--- config.mk ---
export PLATFORM = sky130hd
export DESIGN_NAME = tlul_xbar_1ton
export DESIGN_NICKNAME = d
export VERILOG_FILES = /design/src/rtl/tlul_pkg.sv /design/src/rtl/tlul_addr_decode.sv /design/src/rtl/tlul_xbar_1ton.sv
export SDC_FILE = /design/constraint.sdc
export NUM_CORES = 1
export LEC_CHECK = 0
export CAP_MARGIN = 25
export CORE_AREA = 2 2 156 158
export DETAILED_ROUTE_END_ITERATION = 8
export DIE_AREA = 0 0 158 160
export HOLD_SLACK_MARGIN = 0.06
export MAX_ROUTING_LAYER = met4
export PLACE_DENSITY = 0.66
export SYNTH_ARGS = -nofsm -noshare
export SYNTH_HDL_FRONTEND = slang
export SYNTH_SLANG_ARGS = --single-unit
--- constraint.sdc ---
create_clock -name clk -period 5.4 [get_ports clk]
set_clock_uncertainty 0.15 [all_clocks]
set_input_delay 0.54 -clock clk [delete_from_list [all_inputs] [get_ports clk]]
set_output_delay 0.54 -clock clk [all_outputs]
set_load 0.02 [all_outputs]
--- src/rtl/tlul_pkg.sv ---
// Shared TL-UL definitions for the 1-to-N crossbar path.
//   - TL-UL A/D opcode constants (3-bit encodings)
//   - crossbar FSM state encoding
//   - saturating 8-bit increment used by the error counter
package tlul_pkg;

  localparam logic [2:0] TL_GET             = 3'd4;
  localparam logic [2:0] TL_PUT_FULL_DATA   = 3'd0;
  localparam logic [2:0] TL_PUT_PARTIAL     = 3'd1;
  localparam logic [2:0] TL_ACCESS_ACK      = 3'd0;
  localparam logic [2:0] TL_ACCESS_ACK_DATA = 3'd1;

  typedef enum logic [1:0] {
    ST_IDLE = 2'd0,
    ST_REQ  = 2'd1,
    ST_WAIT = 2'd2,
    ST_RESP = 2'd3
  } xbar_state_e;

  function automatic logic [7:0] sat_inc8(input logic [7:0] v);
    return (v == 8'hFF) ? v : v + 8'd1;
  endfunction

endpackage

--- src/rtl/tlul_addr_decode.sv ---
// Combinational address decoder for the TL-UL 1-to-N crossbar.
//   addr       : request address
//   slave_base : flattened base addresses, slave i at [i*ADDR_WIDTH +: ADDR_WIDTH]
//   slave_mask : flattened decode masks, same layout
//   hit        : at least one slave matches
//   idx        : lowest matching slave index (0 when no hit)
module tlul_addr_decode #(
  parameter int ADDR_WIDTH = 32,
  parameter int NUM_SLAVES = 4,
  parameter int IDX_W      = (NUM_SLAVES > 1) ? $clog2(NUM_SLAVES) : 1
) (
  input  logic [ADDR_WIDTH-1:0]            addr,
  input  logic [NUM_SLAVES*ADDR_WIDTH-1:0] slave_base,
  input  logic [NUM_SLAVES*ADDR_WIDTH-1:0] slave_mask,
  output logic                             hit,
  output logic [IDX_W-1:0]                 idx
);

  logic [NUM_SLAVES-1:0] match;

  for (genvar i = 0; i < NUM_SLAVES; i++) begin : g_match
    assign match[i] = (addr & slave_mask[i*ADDR_WIDTH +: ADDR_WIDTH])
                      == slave_base[i*ADDR_WIDTH +: ADDR_WIDTH];
  end

  // Scan from the top so the lowest matching index is the last one written.
  always_comb begin
    hit = |match;
    idx = '0;
    for (int i = NUM_SLAVES - 1; i >= 0; i--) begin
      if (match[i]) idx = IDX_W'(i);
    end
  end

endmodule

--- src/rtl/tlul_xbar_1ton.sv ---
// TL-UL 1-to-N crossbar, one transaction in flight.
// Routes the master A channel to the slave selected by address decode and
// returns that slave's D response. Unmapped addresses and slave timeouts get
// a locally built error response (counted in err_count, saturating at 255).
// Ports:
//   clk, reset             : clock, synchronous active-high reset
//   master_a_*             : TL-UL A channel from the master
//   master_d_*             : TL-UL D channel to the master
//   slave_a_valid/ready    : per-slave A handshake; payload broadcast
//   slave_d_valid/ready    : per-slave D handshake; payload flattened per slave
//   err_count              : locally generated error responses
// Every output comes from a register or from the state/sel registers only.
module tlul_xbar_1ton
  import tlul_pkg::*;
#(
  parameter int ADDR_WIDTH   = 32,
  parameter int DATA_WIDTH   = 32,
  parameter int MASK_WIDTH   = DATA_WIDTH / 8,
  parameter int SIZE_WIDTH   = 3,
  parameter int OPCODE_WIDTH = 3,
  parameter int PARAM_WIDTH  = 3,
  parameter int SOURCE_WIDTH = 1,
  parameter int NUM_SLAVES   = 4,
  parameter logic [NUM_SLAVES*ADDR_WIDTH-1:0] SLAVE_BASE = '0,
  parameter logic [NUM_SLAVES*ADDR_WIDTH-1:0] SLAVE_MASK = '0,
  parameter int TIMEOUT_CYCLES = 255
) (
  input  logic                               clk,
  input  logic                               reset,
  input  logic                               master_a_valid,
  output logic                               master_a_ready,
  input  logic [OPCODE_WIDTH-1:0]            master_a_opcode,
  input  logic [PARAM_WIDTH-1:0]             master_a_param,
  input  logic [SIZE_WIDTH-1:0]              master_a_size,
  input  logic [SOURCE_WIDTH-1:0]            master_a_source,
  input  logic [ADDR_WIDTH-1:0]              master_a_address,
  input  logic [MASK_WIDTH-1:0]              master_a_mask,
  input  logic [DATA_WIDTH-1:0]              master_a_data,
  output logic                               master_d_valid,
  input  logic                               master_d_ready,
  output logic [OPCODE_WIDTH-1:0]            master_d_opcode,
  output logic [PARAM_WIDTH-1:0]             master_d_param,
  output logic [SIZE_WIDTH-1:0]              master_d_size,
  output logic [SOURCE_WIDTH-1:0]            master_d_source,
  output logic                               master_d_sink,
  output logic [DATA_WIDTH-1:0]              master_d_data,
  output logic                               master_d_error,
  output logic [NUM_SLAVES-1:0]              slave_a_valid,
  input  logic [NUM_SLAVES-1:0]              slave_a_ready,
  output logic [OPCODE_WIDTH-1:0]            slave_a_opcode,
  output logic [PARAM_WIDTH-1:0]             slave_a_param,
  output logic [SIZE_WIDTH-1:0]              slave_a_size,
  output logic [SOURCE_WIDTH-1:0]            slave_a_source,
  output logic [ADDR_WIDTH-1:0]              slave_a_address,
  output logic [MASK_WIDTH-1:0]              slave_a_mask,
  output logic [DATA_WIDTH-1:0]              slave_a_data,
  input  logic [NUM_SLAVES-1:0]              slave_d_valid,
  output logic [NUM_SLAVES-1:0]              slave_d_ready,
  input  logic [NUM_SLAVES*OPCODE_WIDTH-1:0] slave_d_opcode,
  input  logic [NUM_SLAVES*PARAM_WIDTH-1:0]  slave_d_param,
  input  logic [NUM_SLAVES*SIZE_WIDTH-1:0]   slave_d_size,
  input  logic [NUM_SLAVES*SOURCE_WIDTH-1:0] slave_d_source,
  input  logic [NUM_SLAVES-1:0]              slave_d_sink,
  input  logic [NUM_SLAVES*DATA_WIDTH-1:0]   slave_d_data,
  input  logic [NUM_SLAVES-1:0]              slave_d_error,
  output logic [7:0]                         err_count
);

  localparam int IDX_W  = (NUM_SLAVES > 1) ? $clog2(NUM_SLAVES) : 1;
  localparam int CNT_W  = $clog2(TIMEOUT_CYCLES + 1) + 1;
  // Counter value in the last permitted cycle of REQ+WAIT.
  localparam int TO_LIM = (TIMEOUT_CYCLES > 0) ? TIMEOUT_CYCLES - 1 : 0;

  typedef struct packed {
    logic [OPCODE_WIDTH-1:0] opcode;
    logic [PARAM_WIDTH-1:0]  param;
    logic [SIZE_WIDTH-1:0]   size;
    logic [SOURCE_WIDTH-1:0] source;
    logic [ADDR_WIDTH-1:0]   address;
    logic [MASK_WIDTH-1:0]   mask;
    logic [DATA_WIDTH-1:0]   data;
  } a_req_t;

  typedef struct packed {
    logic [OPCODE_WIDTH-1:0] opcode;
    logic [PARAM_WIDTH-1:0]  param;
    logic [SIZE_WIDTH-1:0]   size;
    logic [SOURCE_WIDTH-1:0] source;
    logic                    sink;
    logic [DATA_WIDTH-1:0]   data;
    logic                    error;
  } d_rsp_t;

  function automatic d_rsp_t err_resp(input a_req_t a);
    d_rsp_t r;
    r        = '0;
    r.opcode = (a.opcode == OPCODE_WIDTH'(TL_GET)) ? OPCODE_WIDTH'(TL_ACCESS_ACK_DATA)
                                                   : OPCODE_WIDTH'(TL_ACCESS_ACK);
    r.size   = a.size;
    r.source = a.source;
    r.error  = 1'b1;
    return r;
  endfunction

  xbar_state_e           state;
  a_req_t                a_in, a_q;
  d_rsp_t                d_q, d_cap;
  logic [IDX_W-1:0]      sel, dec_idx;
  logic                  dec_hit;
  logic [NUM_SLAVES-1:0] sel_oh;
  logic [CNT_W-1:0]      cnt, cnt_inc;
  logic                  timed_out;

  assign a_in = '{opcode: master_a_opcode, param: master_a_param, size: master_a_size,
                  source: master_a_source, address: master_a_address,
                  mask: master_a_mask, data: master_a_data};

  tlul_addr_decode #(
    .ADDR_WIDTH (ADDR_WIDTH),
    .NUM_SLAVES (NUM_SLAVES),
    .IDX_W      (IDX_W)
  ) u_dec (
    .addr       (master_a_address),
    .slave_base (SLAVE_BASE),
    .slave_mask (SLAVE_MASK),
    .hit        (dec_hit),
    .idx        (dec_idx)
  );

  // Selected slave's D payload out of the flattened buses.
  always_comb begin
    d_cap        = '0;
    d_cap.opcode = slave_d_opcode[sel*OPCODE_WIDTH +: OPCODE_WIDTH];
    d_cap.param  = slave_d_param[sel*PARAM_WIDTH +: PARAM_WIDTH];
    d_cap.size   = slave_d_size[sel*SIZE_WIDTH +: SIZE_WIDTH];
    d_cap.source = slave_d_source[sel*SOURCE_WIDTH +: SOURCE_WIDTH];
    d_cap.sink   = slave_d_sink[sel];
    d_cap.data   = slave_d_data[sel*DATA_WIDTH +: DATA_WIDTH];
    d_cap.error  = slave_d_error[sel];
  end

  assign sel_oh    = NUM_SLAVES'(1) << sel;
  assign cnt_inc   = (cnt == '1) ? cnt : cnt + 1'b1;
  // A response in the last permitted cycle still wins over the timeout.
  assign timed_out = (TIMEOUT_CYCLES != 0) && (cnt >= CNT_W'(TO_LIM));

  always_ff @(posedge clk) begin
    if (reset) begin
      state     <= ST_IDLE;
      a_q       <= '0;
      d_q       <= '0;
      sel       <= '0;
      cnt       <= '0;
      err_count <= '0;
    end else begin
      case (state)
        ST_IDLE: begin
          if (master_a_valid) begin
            a_q <= a_in;
            cnt <= '0;
            if (dec_hit) begin
              sel   <= dec_idx;
              state <= ST_REQ;
            end else begin
              d_q       <= err_resp(a_in);
              err_count <= sat_inc8(err_count);
              state     <= ST_RESP;
            end
          end
        end
        ST_REQ: begin
          cnt <= cnt_inc;
          if (slave_a_ready[sel]) begin
            state <= ST_WAIT;
          end else if (timed_out) begin
            // Abandoning the request drops slave_a_valid without a handshake.
            d_q       <= err_resp(a_q);
            err_count <= sat_inc8(err_count);
            state     <= ST_RESP;
          end
        end
        ST_WAIT: begin
          cnt <= cnt_inc;
          if (slave_d_valid[sel]) begin
            d_q   <= d_cap;
            state <= ST_RESP;
          end else if (timed_out) begin
            d_q       <= err_resp(a_q);
            err_count <= sat_inc8(err_count);
            state     <= ST_RESP;
          end
        end
        ST_RESP: begin
          if (master_d_ready) state <= ST_IDLE;
        end
        default: state <= ST_IDLE;
      endcase
    end
  end

  assign master_a_ready  = (state == ST_IDLE);
  assign master_d_valid  = (state == ST_RESP);
  assign master_d_opcode = d_q.opcode;
  assign master_d_param  = d_q.param;
  assign master_d_size   = d_q.size;
  assign master_d_source = d_q.source;
  assign master_d_sink   = d_q.sink;
  assign master_d_data   = d_q.data;
  assign master_d_error  = d_q.error;

  assign slave_a_valid   = (state == ST_REQ) ? sel_oh : '0;
  // Idle accepts (and discards) anything, so late responses cannot wedge a slave.
  assign slave_d_ready   = (state == ST_IDLE) ? '1 :
                           (state == ST_WAIT) ? sel_oh : '0;
  assign slave_a_opcode  = a_q.opcode;
  assign slave_a_param   = a_q.param;
  assign slave_a_size    = a_q.size;
  assign slave_a_source  = a_q.source;
  assign slave_a_address = a_q.address;
  assign slave_a_mask    = a_q.mask;
  assign slave_a_data    = a_q.data;

endmodule

### After elaboration in Yosys (flattened, before gate mapping)

Index checks and enable logic that the tools add are counted.

* bits in registers: 141
* bits of input ports: 266
* word-level logic and storage cells: 62

* add/sub/neg operators: 2
* order comparisons: 1
* equal/unequal tests: 11
* multiplexer cells: 22
* reduce and logical (&&, ||, !) cells: 9

Operators with widths (count)
* $mux 44: 3
* $pmux 44 s2: 1
* $mux 8: 4
* $mux 9: 2
* $pmux 9 s2: 1
* $pmux 8 s2: 1
* $mux 2: 5
* $add 9x1->9 const B: 1
* $eq 9x9->1 const B: 1
* $ge 9x8->1 const B: 1
* $add 8x1->8 const B: 1
* $eq 8x8->1 const B: 1
* $ne 2x2->1 const B: 4
* $pmux 2 s4: 1
* $reduce_and 2->1: 3
* $reduce_and 3->1: 2
* $eq 2x2->1 const B: 2
* $mux 4: 1
* $reduce_bool 2->1: 2
* $eq 3x3->1 const B: 1
* $mux 1: 3
* $eq 2x1->1 const B: 1
* $logic_not 2->1: 1
* $ne 2x1->1 const B: 1
* $reduce_or 2->1: 1

### Longest topological paths before layout

* depth after elaboration: 5
* gate-level depth with buffers: 9

### By module

Synthesis repeated with hierarchy kept, for this count alone.

* cell total of the unflattened synthesis: 1035
* area, all modules: 8923.6 um2

By module, submodules not included
* tlul_xbar_1ton: times used 1, cells each 684, area each 6526.3 um2, seq. area each 2862.7 um2
* tlul_addr_decode: times used 1, cells each 351, area each 2397.3 um2, seq. area each 0.0 um2

### Worst setup path after synthesis

OpenSTA, ideal clock, no wires.

* kind: flip-flop to flip-flop
* from: reg state[1]
* to: reg d_q, in the netlist master_d_data[14]
* library setup time: 59 ps
* data arrival time: 1835 ps
* data required time: 5191 ps
* path slack: 3356 ps
* stages on the path, launching flop included: 9
* path buffers: 3
* clock period less this slack: 2044 ps
* path through: dfxtp_1 -> inv_1 -> ha_1 -> and2_1 -> buf_2 -> nor3_1 -> buf_2 -> clkbuf_1 -> a22o_1

* cells in the longest elaborated chain, start to end: 3

Ends and longest elaborated chain
* from (decl): RTL line tlul_xbar_1ton.sv:105 `xbar_state_e state;`
* from (signal assigned): RTL line tlul_xbar_1ton.sv:149 `state <= ST_IDLE;`
* from (signal assigned): RTL line tlul_xbar_1ton.sv:163 `state <= ST_REQ;`
* from (signal assigned): RTL line tlul_xbar_1ton.sv:167 `state <= ST_RESP;`
* $eq 2x1->1 or $eq 2x2->1 (tied branches): RTL line tlul_xbar_1ton.sv:156 `case (state)`
* $ne 2x2->1 (no line) or $reduce_bool 2->1 (tied branches)
* $reduce_and 2->1 (no line)
* to (signal assigned): RTL line tlul_xbar_1ton.sv:165 `d_q <= err_resp(a_in);`
* to (signal assigned): RTL line tlul_xbar_1ton.sv:177 `d_q <= err_resp(a_q);`
* to (signal assigned): RTL line tlul_xbar_1ton.sv:185 `d_q <= d_cap;`
* to (decl): RTL line tlul_xbar_1ton.sv:107 `d_rsp_t d_q, d_cap;`

Parallel ways exist; a longest one is shown, timed or not.
A chain may end at the register's enable or synchronous reset.

### Worst setup path after layout

* from: reg state[0]
* to: out slave_d_ready[0]

* cells in the longest elaborated chain, start to end: 3

Ends and longest elaborated chain
* $eq 2x2->1: RTL line tlul_xbar_1ton.sv:214 `(state == ST_WAIT) ? sel_oh : '0;`
* $mux 1: RTL line tlul_xbar_1ton.sv:214
* $mux 4 *: RTL line tlul_xbar_1ton.sv:213 `assign slave_d_ready = (state == ST_IDLE) ? '1 :`
* to (decl): RTL line tlul_xbar_1ton.sv:58 `output logic [NUM_SLAVES-1:0] slave_d_ready,`

Every way passes the cells marked *; elsewhere a longest branch is shown, timed or not.

==> out/qor.yml <==
synthesis:
  yosysUniqueCellTypes: 49
  syn_area_per_cell_um2: 8.830
  netlist_instances: 592
  synth_edf_count: 0
  synth_top_area_cell: "dfxtp_1"
  yosysSeqAreaShare_pct: 54.00
  yosys-top-cells-count: "nand2_1 (166), dfxtp_1 (141), a21oi_1 (89)"
  yosysMostFrequentCell: "nand2_1"
  synth_top_cell_area_share_pct: 54.00
  mappedNetlistArea_mm2: 0.005228
  synth-main-ff-cell: "dfxtp_1"
  ys_ff_latch: 141
  async_flop_share_pct: 0
  yosys-top-cells-area: "dfxtp_1 (54%), nand2_1 (12%), a21oi_1 (8.5%)"
  yosysWarnings: 0
clocking:
  numCtsBuffers: 17
  clkTransAtPathRegs_ns: 0.06
  cts_resized: 0
  tritoncts: "done"
  cts_root_buf: "clkbuf_16"
  clk_latency_ns: 0.41
  htree_levels: 4
  cts_hold_buf: 0
  cts.sinks: 141
  postCtsSetupBuffers: 0
  cts_buffer_depth: 2
worst_setup_path:
  crit_family: "buffers and inverters"
  crit_required_ns: 4.71
  crit_path_end_kind: "output pin"
  crit_type: "flop to output pin"
  reg2reg_slack_ns: 2.66
  worst-path-buf-inv: 2
  slowest_delay_ns: 0.54
  crit_chain: "inv_1 > ha_1 > or2_2 > clkdlybuf4s50_1"
  worstPathArrival_ns: 2.14
  start_kind: "flop"
  slowest_stage: "clkdlybuf4s50_1"
  r2r_start: "state[0]"
  reg2reg_depth: 6
  r2r_end: "slave_a_data[4]"
  worst-path-max-fanout: 11
power_and_ir_drop:
  seq_power_share_pct: 36.5
  internal-power_mw: 2.248
  swShare_pct: 32.23
  peakVddDrop_mv: 0.1924
  p_leak_nw: 3.148
  combPwrFrac_pct: 28.5
  total_power_mw: 3.316
  power_density_mw_per_mm2: 382.4
  clock_power_share_pct: 35.1
  p_sw_mw: 1.069
sta:
  fin_crit_ns: 2.831
  setup-tns-final_ns: 0
  rsz0062_at_grt: "false"
  slew_viol_final: 0
  worst_pin_slew_ns: 0.8950
  maxSlewHeadroom_pct: 40.27
  final_hold_viol_count: 0
  period_share_pct: 52.43
  timing.fmax_mhz: 353.2
  setup_viol: 0
die:
  start_util_pct: 21.95
  num_io_pins: 406
  die_y_um: 160
  core_area_mm2: 0.02382
  die_area_mm2: 0.02528
  fp-row-count: 57
  die_w_um: 158
grt:
  grt.total_usage_pct: 13.63
  grt_pass1_wl_mm: 25.96
  gr-total-overflow: 0
  grt_max_degree: 65
  grt_pass1_vias: 5101
  grt_antenna_before_repair: 0
route:
  totalWireLength_mm: 17.10
  drt_iter0_drc: 285
  antenna_left: 0
  dr.pass1.iters: 4
  viasPerCell: 4.332
  drc: 0
  vias: 5073
  wl_per_cell_um: 14.60
layout:
  drive_gt1_share_pct: 6.139
  nNetsFinal: 1108
  utilization_pct: 36.41
  area_delta_synth_final_pct: 65.89
  final_cells: 1171
  num_antenna_cells: 0
min_path:
  min_to: "slave_a_data[3]"
  holdPathStages: 2
  min_path_type: "flop to flop"
  hold_path.startpoint: "slave_a_data[3]"
place:
  port_buffers: 264
  routabilityCongestion: 0.7328
  dpl.hpwl_mm: 11.73
  placed_cells: 1139
status:
  status: "finished clean"
job:
  maxCapViolCount: 0
## kinds of logic after synthesis
family          synth area share (%)
compound gates                 20.25
xor+xnor                      0.5027
fa+ha+maj                      1.915
buf+inv                        4.978
flops                          54.00
mux                           0.4308
other cells                  0.07174
simple gates                   17.86
## power by group through the flow
stage | combinational, mW | sequential (mW) | clock [mW]
finish | 0.944 | 1.21 | 1.16
global route | 1.03 | 1.22 | 1.25
CTS | 0.954 | 1.21 | 1.21
detailed placement | 0.950 | 1.23 | 0
global placement | 0.948 | 1.23 | 0
floorplan | 0.410 | 1.35 | 0
## cell type report
| type | instances | area (um2) |
|---|---|---|
| tap | 324 | 405.4 |
| multi-input combinational | 399 | 2161 |
| clock inverter | 13 | 140.1 |
| fill | 2461 | 15150 |
| inverter | 6 | 22.52 |
| clock buffer | 19 | 442.9 |
| sequential | 141 | 2823 |
| timing repair buffer | 269 | 2678 |
## sequential cells by signal (all words and copies together) (netlist names), 3 cells and up
name,cells
slave_a_address,32
slave_a_param,3
slave_a_data,32
slave_a_mask,4
err_count,8
master_d_data,32
master_d_param,3
slave_a_size,3
master_d_opcode,3
master_d_size,3
slave_a_opcode,3
cnt,9
## worst max path at each step
stage                     start           endpoint  cells after the start
5_1_grt                state[1]    slave_a_data[4]                      6
6_report               state[0]   slave_d_ready[0]                      4
3_5_place_dp   slave_d_valid[0]       err_count[7]                      5
2_1_floorplan          state[1]  master_d_data[14]                      8
4_1_cts                state[0]   slave_d_ready[0]                      4
3_3_place_gp     master_a_valid    slave_a_data[4]                      5
## stage by stage
step	cell area [um2]	worst slack, ns	hold WS (ns)
floorplan	5235	3.356	0.2976
global placement	8089	2.577	0.2915
detailed placement	8089	2.545	0.2957
CTS	8672	2.525	0.3038
global route	8672	2.379	0.3246
finish	8672	2.569	0.3035
## routing by layer
layer / vias to the layer above / wire, um / track usage (%)
met5: - / 0 / -
met1: 2309 / 7392 / 15.28
li1: 2513 / - / -
met3: 23 / 1488 / 4.803
met2: 228 / 7858 / 22.37
met4: 0 / 359 / 4.832
## cell usage in the layout, fill, tap and decap left out, drive strengths merged, types with 2 or more instances in the layout
| master | instances |
|---|---|
| dfxtp | 141 |
| clkdlybuf4s50 | 263 |
| conb | 3 |
| or4 | 6 |
| nor2 | 16 |
| and4 | 2 |
| or3 | 2 |
| clkinv | 5 |
| o21a | 2 |
| bufinv | 2 |
| o31ai | 7 |
| clkinvlp | 4 |
| o2111ai | 3 |
| o221a | 5 |
| nand2 | 167 |
| inv | 8 |
| nor4 | 2 |
| clkbuf | 19 |
| nand3 | 7 |
| xor2 | 3 |
| and2 | 4 |
| nor3 | 7 |
| buf | 6 |
| o21ai | 5 |
| ha | 8 |
| a22o | 38 |
| a21oi | 91 |
| mux2 | 2 |
| nor2b | 4 |
## tightest hold or removal path: cells and delay by family (launching register included)
family	cells	cell delay, ns
compound gates	1	0.05
flops	1	0.30
simple gates	1	0.05
Power figures use the tool's default switching activity.
